===== src/rtl/sal_pkg.sv =====
// Shared definitions for the SAL read-response path: AXI response code and
// the read-burst tag record that travels from the scheduler to the R channel.
package sal_pkg;

  // AXI RRESP value used for every returned beat
  localparam logic [1:0] RESP_OKAY = 2'b00;

  // Tag ID width carried in the tag record; keep equal to the ID_W parameter
  // of sal_rd_resp_buf so no ID bits are lost.
  localparam int SAL_ID_W  = 4;
  localparam int SAL_LEN_W = 4;

  // One outstanding read burst: AXI ID and beat count minus one
  typedef struct packed {
    logic [SAL_ID_W-1:0]  id;
    logic [SAL_LEN_W-1:0] len;
  } sal_tag_t;

endpackage


===== src/rtl/sal_sync_fifo.sv =====
// Single-clock FIFO with extra-MSB pointers and an occupancy count.
// A push into a full FIFO is accepted only if a pop happens the same cycle.
module sal_sync_fifo #(
  parameter int WIDTH = 8,
  parameter int DEPTH = 16
) (
  input  logic                     clk,
  input  logic                     rst_n,
  input  logic                     i_push,
  input  logic [WIDTH-1:0]         i_wdata,
  input  logic                     i_pop,
  output logic [WIDTH-1:0]         o_rdata,
  output logic                     o_full,
  output logic [$clog2(DEPTH):0]   o_count
);

  localparam int AW = $clog2(DEPTH);
  localparam int PW = AW + 1;

  logic [PW-1:0]    r_wptr;
  logic [PW-1:0]    r_rptr;
  logic [WIDTH-1:0] r_mem [DEPTH];
  logic             w_full;
  logic             w_empty;
  logic             w_push;
  logic             w_pop;

  // Pointers wrap modulo 2*DEPTH; full when the wrap bits differ and the
  // addresses match.
  assign w_full  = (r_wptr[AW] != r_rptr[AW]) && (r_wptr[AW-1:0] == r_rptr[AW-1:0]);
  assign w_empty = (r_wptr == r_rptr);
  assign w_pop   = i_pop && !w_empty;
  assign w_push  = i_push && (!w_full || w_pop);

  // Pointer update; reset is active-high and asynchronous
  always_ff @(posedge clk or posedge rst_n) begin
    if (rst_n) begin
      r_wptr <= '0;
      r_rptr <= '0;
    end else begin
      if (w_push) r_wptr <= r_wptr + PW'(1);
      if (w_pop)  r_rptr <= r_rptr + PW'(1);
    end
  end

  // Storage write; contents need no reset because the pointers gate visibility
  always_ff @(posedge clk) begin
    if (w_push) r_mem[r_wptr[AW-1:0]] <= i_wdata;
  end

  assign o_rdata = r_mem[r_rptr[AW-1:0]];
  assign o_full  = w_full;
  assign o_count = r_wptr - r_rptr;

endmodule


===== src/rtl/sal_rd_resp_buf.sv =====
// Read-response buffer: pairs DFI read-data beats with burst tags pushed by
// the scheduler and replays them on an AXI R channel with backpressure.
// Optional feature macro: SAL_RBUF_BYPASS_EN -- when defined, a beat arriving
// at an empty data FIFO with a tag waiting is presented on R the same cycle.
module sal_rd_resp_buf
  import sal_pkg::*;
#(
  parameter int DATA_W    = 128,
  parameter int ID_W      = 4,
  parameter int DEPTH     = 16,
  parameter int TAG_DEPTH = 4
) (
  input  logic                     clk,
  input  logic                     rst_n,
  input  logic                     tag_valid,
  output logic                     tag_ready,
  input  logic [ID_W-1:0]          tag_id,
  input  logic [3:0]               tag_len,
  input  logic                     dfi_rddata_valid,
  input  logic [DATA_W-1:0]        dfi_rddata,
  output logic                     rvalid,
  input  logic                     rready,
  output logic [ID_W-1:0]          rid,
  output logic [DATA_W-1:0]        rdata,
  output logic [1:0]               rresp,
  output logic                     rlast,
  output logic [$clog2(DEPTH):0]   free_cnt,
  output logic                     overflow_err
);

  localparam int CW  = $clog2(DEPTH) + 1;
  localparam int TCW = $clog2(TAG_DEPTH) + 1;
  localparam int TW  = $bits(sal_tag_t);

  sal_tag_t          w_tag_in;
  sal_tag_t          w_tag_head;
  logic [TW-1:0]     w_tag_q;
  logic              w_tag_full;
  logic [TCW-1:0]    w_tag_cnt;
  logic              w_tag_empty;
  logic              w_tag_push;
  logic              w_tag_pop;

  logic [DATA_W-1:0] w_dat_q;
  logic [DATA_W-1:0] w_head_data;
  logic              w_dat_full;
  logic [CW-1:0]     w_dat_cnt;
  logic [CW-1:0]     w_dat_cnt_nxt;
  logic              w_dat_empty;
  logic              w_dat_push;
  logic              w_dat_pop;
  logic              w_drop;
  logic              w_byp;

  logic              w_rvalid;
  logic              w_hs;
  logic              w_last;

  logic [3:0]        r_beat_cnt;
  logic [CW-1:0]     r_free_cnt;
  logic              r_overflow;

  // Tag side: no tags are accepted while reset is asserted
  assign w_tag_in    = '{id: SAL_ID_W'(tag_id), len: tag_len};
  assign tag_ready   = !rst_n && !w_tag_full;
  assign w_tag_push  = tag_valid && tag_ready;
  assign w_tag_empty = (w_tag_cnt == '0);
  assign w_tag_head  = w_tag_q;
  assign w_dat_empty = (w_dat_cnt == '0);

`ifdef SAL_RBUF_BYPASS_EN
  // Zero-latency path: beat goes straight to R when nothing is queued ahead
  assign w_byp       = !rst_n && w_dat_empty && !w_tag_empty && dfi_rddata_valid;
  assign w_head_data = w_byp ? dfi_rddata : w_dat_q;
`else
  // Registered-only path: R outputs never depend on dfi_rddata combinationally
  assign w_byp       = 1'b0;
  assign w_head_data = w_dat_q;
`endif

  // A beat is only presented once its burst tag has arrived
  assign w_rvalid   = !rst_n && !w_tag_empty && (!w_dat_empty || w_byp);
  assign w_hs       = w_rvalid && rready;
  assign w_last     = (r_beat_cnt == w_tag_head.len);
  assign w_tag_pop  = w_hs && w_last;

  // A bypassed beat consumed on R is never written into the FIFO
  assign w_dat_pop  = w_hs && !w_byp;
  assign w_dat_push = dfi_rddata_valid && !(w_byp && rready);
  assign w_drop     = w_dat_push && w_dat_full && !w_dat_pop;

  assign w_dat_cnt_nxt = w_dat_cnt + CW'(w_dat_push && !w_drop) - CW'(w_dat_pop);

  sal_sync_fifo #(
    .WIDTH (TW),
    .DEPTH (TAG_DEPTH)
  ) u_tag_fifo (
    .clk     (clk),
    .rst_n   (rst_n),
    .i_push  (w_tag_push),
    .i_wdata (w_tag_in),
    .i_pop   (w_tag_pop),
    .o_rdata (w_tag_q),
    .o_full  (w_tag_full),
    .o_count (w_tag_cnt)
  );

  sal_sync_fifo #(
    .WIDTH (DATA_W),
    .DEPTH (DEPTH)
  ) u_dat_fifo (
    .clk     (clk),
    .rst_n   (rst_n),
    .i_push  (w_dat_push),
    .i_wdata (dfi_rddata),
    .i_pop   (w_dat_pop),
    .o_rdata (w_dat_q),
    .o_full  (w_dat_full),
    .o_count (w_dat_cnt)
  );

  // Beat position within the head burst; restarts at 0 on the last beat
  always_ff @(posedge clk or posedge rst_n) begin
    if (rst_n) begin
      r_beat_cnt <= 4'd0;
    end else if (w_hs) begin
      r_beat_cnt <= w_last ? 4'd0 : r_beat_cnt + 4'd1;
    end
  end

  // Free-entry count tracks the FIFO occupancy as of the same clock edge
  always_ff @(posedge clk or posedge rst_n) begin
    if (rst_n) begin
      r_free_cnt <= CW'(DEPTH);
    end else begin
      r_free_cnt <= CW'(DEPTH) - w_dat_cnt_nxt;
    end
  end

  // Sticky flag for a beat lost to a full FIFO; only reset clears it
  always_ff @(posedge clk or posedge rst_n) begin
    if (rst_n) begin
      r_overflow <= 1'b0;
    end else if (w_drop) begin
      r_overflow <= 1'b1;
    end
  end

  assign rvalid       = w_rvalid;
  assign rid          = w_rvalid ? ID_W'(w_tag_head.id) : '0;
  assign rdata        = w_rvalid ? w_head_data : '0;
  assign rlast        = w_rvalid && w_last;
  assign rresp        = RESP_OKAY;
  assign free_cnt     = r_free_cnt;
  assign overflow_err = r_overflow;

endmodule


===== config.mk =====
export PLATFORM = sky130hd
export DESIGN_NAME = sal_rd_resp_buf
export DESIGN_NICKNAME = d
export VERILOG_FILES = /design/src/rtl/sal_pkg.sv /design/src/rtl/sal_sync_fifo.sv /design/src/rtl/sal_rd_resp_buf.sv
export SDC_FILE = /design/constraint.sdc
export NUM_CORES = 2
export LEC_CHECK = 0
export BUFFER_PORTS_ARGS = -buffer_cell sky130_fd_sc_hd__buf_2
export CAP_MARGIN = 20
export CORE_MARGIN = 5
export CORE_UTILIZATION = 55
export CTS_CLUSTER_DIAMETER = 150
export DETAILED_ROUTE_END_ITERATION = 10
export GPL_ROUTABILITY_DRIVEN = 0
export GPL_TIMING_DRIVEN = 0
export PLACE_DENSITY = 0.79
export SYNTH_ARGS = -nofsm -noshare
export SYNTH_HDL_FRONTEND = slang
export SYNTH_SLANG_ARGS = --single-unit
export TNS_END_PERCENT = 20

===== constraint.sdc =====
create_clock -name clk -period 11.2 [get_ports clk]
set_clock_uncertainty 0.1 [all_clocks]
set_input_delay 0.56 -clock clk [delete_from_list [all_inputs] [get_ports clk]]
set_output_delay 0.56 -clock clk [all_outputs]
set_load 0.05 [all_outputs]

* Word-level counts from Yosys, hierarchy flattened
Memory sizes are Yosys's and may differ from the RTL's.
Index checks and enable logic that the tools add are counted.
W data, S select, Z words.
** Storage, ports and cells
- Flip-flop bits (word level) :: 26
- Bits in latches :: 0
- Memory bits (writable) :: 2080
- Bits in read-only memories :: 0
- Input port bits :: 141
- Output and inout bits :: 143
- Logic and storage cells :: 62
- Memories kept :: 2
** Memories
- u_dat_fifo.r_mem :: depth 16, width 128, read ports 1, clocked after memory_dff 0, wr ports 1, RTL line sal_sync_fifo.sv:22 : logic [WIDTH-1:0] r_mem [DEPTH];
- u_tag_fifo.r_mem :: depth 4, width 8, read ports 1, clocked after memory_dff 0, wr ports 1, RTL line sal_sync_fifo.sv:22
** Cells by class
- Add/sub/neg operators :: 10
- Multiply operators :: 0
- Divide/modulo/power cells :: 0
- Magnitude comparators :: 0
- Eq/ne operators :: 7
- Shifts and indexed selects :: 0
- Mux-type cells :: 7
- Bitwise logic cells :: 0
- Reduce and logical (&&, ||, !) cells :: 29
** Operator list (number)
- $mux W128 :: 1
- $logic_and A1 B1 Y1 :: 16
- $add A5 B1 Y5 const B :: 2
- $logic_not A1 Y1 :: 9
- $eq A4 B4 Y1 :: 2
- $mux W4 :: 2
- $add A3 B1 Y3 const B :: 2
- $add A5 B1 Y5 :: 1
- $eq A5 B5 Y1 :: 1
- $logic_not A5 Y1 :: 1
- $sub A5 B1 Y5 :: 1
- $sub A5 B5 Y5 :: 1
- $sub A5 B5 Y5 const A :: 1
- $add A4 B1 Y4 const B :: 1
- $mux W1 :: 4
- $eq A3 B3 Y1 :: 1
- $logic_not A3 Y1 :: 1
- $sub A3 B3 Y3 :: 1
- $eq A2 B2 Y1 :: 1
- $logic_or A1 B1 Y1 :: 2
- $ne A1 B1 Y1 :: 2

* Longest topological paths before layout
- Depth after elaboration :: 13
- Gate-level depth with buffers :: 22
- Mapped depth without buffers :: 20

* Modules after synthesis
From an unflattened synthesis, not the netlist that was laid out.
** Second synthesis, totals
- Cell total of the unflattened synthesis :: 3784
- Area, all modules :: 81792.2 um^2
** By module, submodules not included
- sal_sync_fifo at u_dat_fifo :: times used 1, cells an instance 3487, area an instance 78651.7 um^2, sequential area each 61749.2 um^2
- sal_sync_fifo at u_tag_fifo :: times used 1, cells an instance 87, area an instance 1602.8 um^2, sequential area each 1111.1 um^2
- sal_rd_resp_buf :: times used 1, cells an instance 210, area an instance 1537.7 um^2, sequential area each 251.5 um^2

* Least setup slack after synthesis
No wires, ideal clock.
- Path kind :: reg-to-reg
- From :: reg u_dat_fifo.r_rptr[1]
- To :: mem u_dat_fifo.r_mem[3][0] in the netlist's numbering (enable)
- Setup time :: 0.771 ns
- Arrival :: 11.519 ns
- Data required time :: 10.329 ns
- Slack :: -1.190 ns
- Stages on the path, launching flop included :: 17
- Buffers on the path :: 3
- Clock period less this slack :: 12.390 ns
- Cells stage by stage :: dfrtp_1 > buf_2 > buf_2 > buf_1 > inv_1 > ha_1 > a21o_1 > a21oi_1 > xor2_1 > ha_1 > nand3_1 > nor2_1 > nand3_1 > nand3_2 > o21ai_2 > nand3_1 > nor3_1
** Between the ends
- Word-level cells in the longest chain between the ends :: 10
- Elaborated cells between the ends (all ways) :: 15
- Those cells by class :: add/sub: 1; eq/ne: 2; mux: 2; reduce/logical: 10
** RTL lines
- from (decl) :: RTL line sal_sync_fifo.sv:21 : logic [PW-1:0] r_rptr;
- from (signal assigned) :: RTL line sal_sync_fifo.sv:42 : if (w_pop) r_rptr <= r_rptr + PW'(1);
- $sub A5 B5 Y5 :: RTL line sal_sync_fifo.sv:53 : assign o_count = r_wptr - r_rptr;
- $logic_not A5 Y1 :: RTL line sal_rd_resp_buf.sv:69 : assign w_dat_empty = (w_dat_cnt == '0);
- $logic_not A1 Y1 :: RTL line sal_rd_resp_buf.sv:82 : assign w_rvalid = !rst_n && !w_tag_empty && (!w_dat_empty || w_byp);
- $logic_and A1 B1 Y1 :: RTL line sal_rd_resp_buf.sv:82
- $logic_and A1 B1 Y1 :: RTL line sal_rd_resp_buf.sv:83 : assign w_hs = w_rvalid && rready;
- $logic_and A1 B1 Y1 :: RTL line sal_sync_fifo.sv:32 : assign w_pop = i_pop && !w_empty;
- $logic_or A1 B1 Y1 * :: RTL line sal_sync_fifo.sv:33 : assign w_push = i_push && (!w_full || w_pop);
- $logic_and A1 B1 Y1 * :: RTL line sal_sync_fifo.sv:33
- $mux W1 * :: RTL line sal_sync_fifo.sv:48 : if (w_push) r_mem[r_wptr[AW-1:0]] <= i_wdata;
- $mux W1 (not written as such) * :: RTL line sal_sync_fifo.sv:48
- to (decl) :: RTL line sal_sync_fifo.sv:22
Mark *: on every way between the ends. The rest lies on a longest branch, timed or not.

* Worst setup path in the final report
- From :: reg u_dat_fifo.r_rptr[1]
- To :: out rdata[103]
** Between the ends
- Word-level cells in the longest chain between the ends :: 5
- Elaborated cells between the ends (all ways) :: 6
- Those cells by class :: add/sub: 1; mux: 1; reduce/logical: 3; memory: 1
** RTL lines
- $sub A5 B5 Y5 :: RTL line sal_sync_fifo.sv:53
- $logic_not A5 Y1 :: RTL line sal_rd_resp_buf.sv:69
- $logic_not A1 Y1 :: RTL line sal_rd_resp_buf.sv:82
- $logic_and A1 B1 Y1 :: RTL line sal_rd_resp_buf.sv:82
- $mux W128 * :: RTL line sal_rd_resp_buf.sv:151 : assign rdata = w_rvalid ? w_head_data : '0;
- to (decl) :: RTL line sal_rd_resp_buf.sv:24 : output logic [DATA_W-1:0] rdata,
Marked as above.

==> qor.yml <==
floorplanning:
  area_of_the_die_um2: 154000
  core-area_um2: 145600
  initial_core_util_pct: 55.28
  die_h_um: 392.5
  die_width_um: 392.5
  core.rowCount: 140
  pin_count: 284
worst_setup_path:
  endpoint: "rdata[103]"
  cpMostUsedCell: "buf_2"
  endpoint_kind: "output port"
  slowest_stage: "clkbuf_1"
  cp_slowest_stage_delay_ns: 0.68
  r2r-start: "u_dat_fifo.r_rptr[1]"
  cp_cell_sequence: "buf_2 -> buf_2 -> buf_1 -> inv_1 -> ha_1 -> a21o_1 -> a21oi_1 -> xor2_1 -> ha_1 -> nand3_1 -> nor2_1 -> nand3_1 -> nand3_2 -> clkinv_2 -> buf_4 -> clkbuf_1 -> and2_1 -> buf_2"
  worstPathArrival_ns: 6.79
  crit_path_max_fanout: 11
  rrSetupSlack_ns: 4.52
  critical_path_start_end_classification: "register to output port"
  worstPathRequired_ns: 10.54
  worst_r2r_endpoint: "u_dat_fifo.r_mem[2][94]"
  worstSetupStartpointType: "register"
  worst_setup_path_startpoint: "u_dat_fifo.r_rptr[1]"
  worstRegToRegCells: 21
sta:
  finalHoldViolations: 0
  timing.final.max_slew_violations: 0
  grt_setup_unrepaired: "false"
  period_needed_ns: 7.450
  achievable-frequency_ghz: 0.1342
  max_slew_margin_vs_limit_pct: 25.99
  timing.final.setup_violations: 0
  totalNegativeSetupSlack_ns: 0
  timing.final.crit_share_pct: 66.51
  worst_hold_slack_ns: 0.08153
  worst_pin_slew_ns: 1.104
synthesis:
  syn_inst: 3208
  synthesis.yosys.warnings: 0
  synth_enable_flop_cells: 2080
  muxShareOfSynthArea_pct: 18.16
  synth_async_sr_flop_share_pct: 1.235
  synth_simple_gate_area_share_pct: 1.437
  synth.yosys.seq_area_share_pct: 78.44
  ys.flop_type: "edfxtp_1"
  synth_fa_ha_area_share_pct: 0.3763
  largest_family_of_logic_cells_by_synthesized_area: "multiplexers"
  compound_gate_portion_of_the_synthesized_area_pct: 0.1664
  yosys_register_bits: 2106
  yosysUniqueCellTypes: 43
  synth-xor-area-share_pct: 0.3032
  syn_area_per_cell_um2: 25.08
  syn-cell-area_um2: 80460
clock_tree:
  clkLatencyLatePin_ns: 0.82
  largest_buffer_count_on_any_clock_path: 3
  clock-root-buffer: "clkbuf_16"
  clock_sink_count: 2106
  clkTransAtPathRegs_ns: 0.06
  tritoncts: "done"
  numCtsBuffers: 196
  cts_max_level: 4
grt:
  grt_max_degree: 27
  global_route.usage.total_pct: 27.13
  first_global_vias: 40370
  grt_first_pass_wirelength_um: 294100
  overflow: 0
  antenna_violations_before_repair: 32
route:
  drc_errors: 0
  route.vias.total: 39550
  drt-total-wl_um: 206100
  drt_iter0_markers: 5320
  route.detailed.vias_per_inst: 6.498
  antenna_violating_nets_post_route: 0
  wire_per_inst_um: 33.86
  first_pass_iters: 5
place:
  placed_cell_area_um2: 87050
  io_buffers: 280
  place.detailed.hpwl_um: 125400
power_and_ir_drop:
  total_leakage_power_nw: 30.65
  irDropWorstVdd_uv: 171.8
  total_power_mw: 25.08
  power_density_relative_to_cell_area_nw_per_um2: 264.4
finish:
  postLayoutCellArea_um2: 94860
  area_growth_syn_to_layout_pct: 17.89
  design.final.nets: 4149
  post_route_cells_drive_above_1_share_pct: 35.10
  final_core_utilization_pct: 65.16
hold_path:
  hold_class: "input port to register"
status:
  run_status: "finished clean"
flow_run:
  cap_violations: 0
## synth_stat cells, drive strengths merged (3+ instances only)
cell / instances / area, µm²
nor2: 18 / 67.56
nor3: 8 / 62.56
o21ai: 9 / 48.80
nand2b: 3 / 18.77
and3: 4 / 25.02
xor2: 10 / 95.10
xnor2: 17 / 148.9
inv: 20 / 75.07
nand4: 4 / 25.02
buf: 85 / 520.5
and2: 134 / 838.3
mux2i: 4 / 40.04
mux4: 646 / 14550
nor2b: 3 / 18.77
edfxtp: 2080 / 62460
dfrtp: 25 / 625.6
ha: 21 / 262.8
nand2: 11 / 43.80
nand3: 9 / 50.05
clkbuf: 79 / 296.5
## cell usage in the layout, fill, tap and decap left out, types with 3 or more instances in the layout
master	Yosys	final
nand4_1	4	4
buf_1	19	19
bufinv_16	0	15
clkbuf_8	0	3
dlygate4sd3_1	0	139
buf_4	30	32
clkinv_8	0	5
clkinv_4	0	3
buf_16	0	23
and2_1	134	134
dfrtp_1	25	25
mux4_2	646	646
xnor2_1	17	17
ha_1	21	21
clkbuf_1	79	121
and3_1	4	4
clkinvlp_4	0	5
nor3_4	2	3
buf_2	29	309
nor2_4	0	11
diode_2	0	21
clkinv_1	0	40
xor2_1	9	9
o21ai_0	8	8
mux2i_1	4	4
nand2b_1	3	3
buf_12	0	62
nand2_1	10	10
inv_1	20	20
nor3_2	0	3
edfxtp_1	2080	2080
buf_8	0	23
nor2_1	18	7
nor2b_1	3	3
clkbuf_16	0	202
clkinv_2	1	43
nand3_1	8	8
buf_6	7	56
## where the power goes
part	switching [mW]	total, mW	leakage (nW)	internal (mW)
Clock	2.86	6.52	3.07	3.67
Combinational	5.33	8.86	8.47	3.53
Sequential	0.211	9.70	19.1	9.49
Total	8.40	25.1	30.6	16.7
## critical path: cells and delay by family (launching register included)
family	cells	cell delay, ns
adder cells (fa/ha/maj)	2	0.56
XOR/XNOR	1	0.13
flip-flops	1	0.50
AND/OR/NAND/NOR	5	0.78
AO/OA/AOI/OAI	2	0.32
buffers and inverters	8	3.64
## how the worst min path moves through the flow
stage,to,slack [ns],start,cells after the start
2_1_floorplan,u_dat_fifo.r_rptr[3],0.37,u_dat_fifo.r_rptr[3],1
3_3_place_gp,overflow_err,0.34,overflow_err,1
3_5_place_dp,overflow_err,0.36,overflow_err,1
4_1_cts,overflow_err,0.03,dfi_rddata_valid,2
5_1_grt,overflow_err,0.07,dfi_rddata_valid,2
6_report,overflow_err,0.08,dfi_rddata_valid,2
## stage by stage
step,setup WS (ns),cells
after detailed placement,4.591,5557
after CTS,3.633,6057
after global routing,3.392,6074
after global placement,-13.80,5406
final,3.750,6086
after floorplan,-1.165,3209
## sequential cells by signal (all words and copies together) (netlist names)
name	count
r_beat_cnt	4
u_tag_fifo.r_mem	32
free_cnt	5
u_tag_fifo.r_wptr	3
overflow_err	1
u_tag_fifo.r_rptr	3
u_dat_fifo.r_wptr	5
u_dat_fifo.r_rptr	5
u_dat_fifo.r_mem	2048
## area by class of cell
type / instances / area, µm²
Sequential cell: 2106 / 63110
Fill cell: 8830 / 50710
Multi-Input combinational cell: 918 / 16560
Timing Repair Buffer: 578 / 5579
Clock buffer: 248 / 5258
Tap cell: 1917 / 2399
Clock inverter: 113 / 993.5
Buffer: 164 / 818.3
Inverter: 21 / 80.08
Antenna cell: 21 / 52.55
## layer usage
metal	share of wire, %	global-route usage [%]	vias up
met5	0.038	0	-
met4	3.7	9.866	14
met3	11	6.453	417
met2	49	43.65	2846
met1	36	37.03	20880
li1	-	-	15390
## logic make-up (layout without fill, tap and decap cells)
group	count (synthesis)	count (layout)
buf+inv	185	1124
fa+ha+maj	23	23
flops	2106	2106
mux	652	652
compound gates	19	19
xor+xnor	27	27
other cells	1	23
simple gates	195	195
## timing repair
item | CTS | global route
endpoints found under the setup margin | 0 | 0
resized for setup | 0 | 0
endpoints found under the hold margin | 2092 | 0
hold buffers | 139 | 0
buffers inserted | 0 | 0
Power figures use the tool's default switching activity.
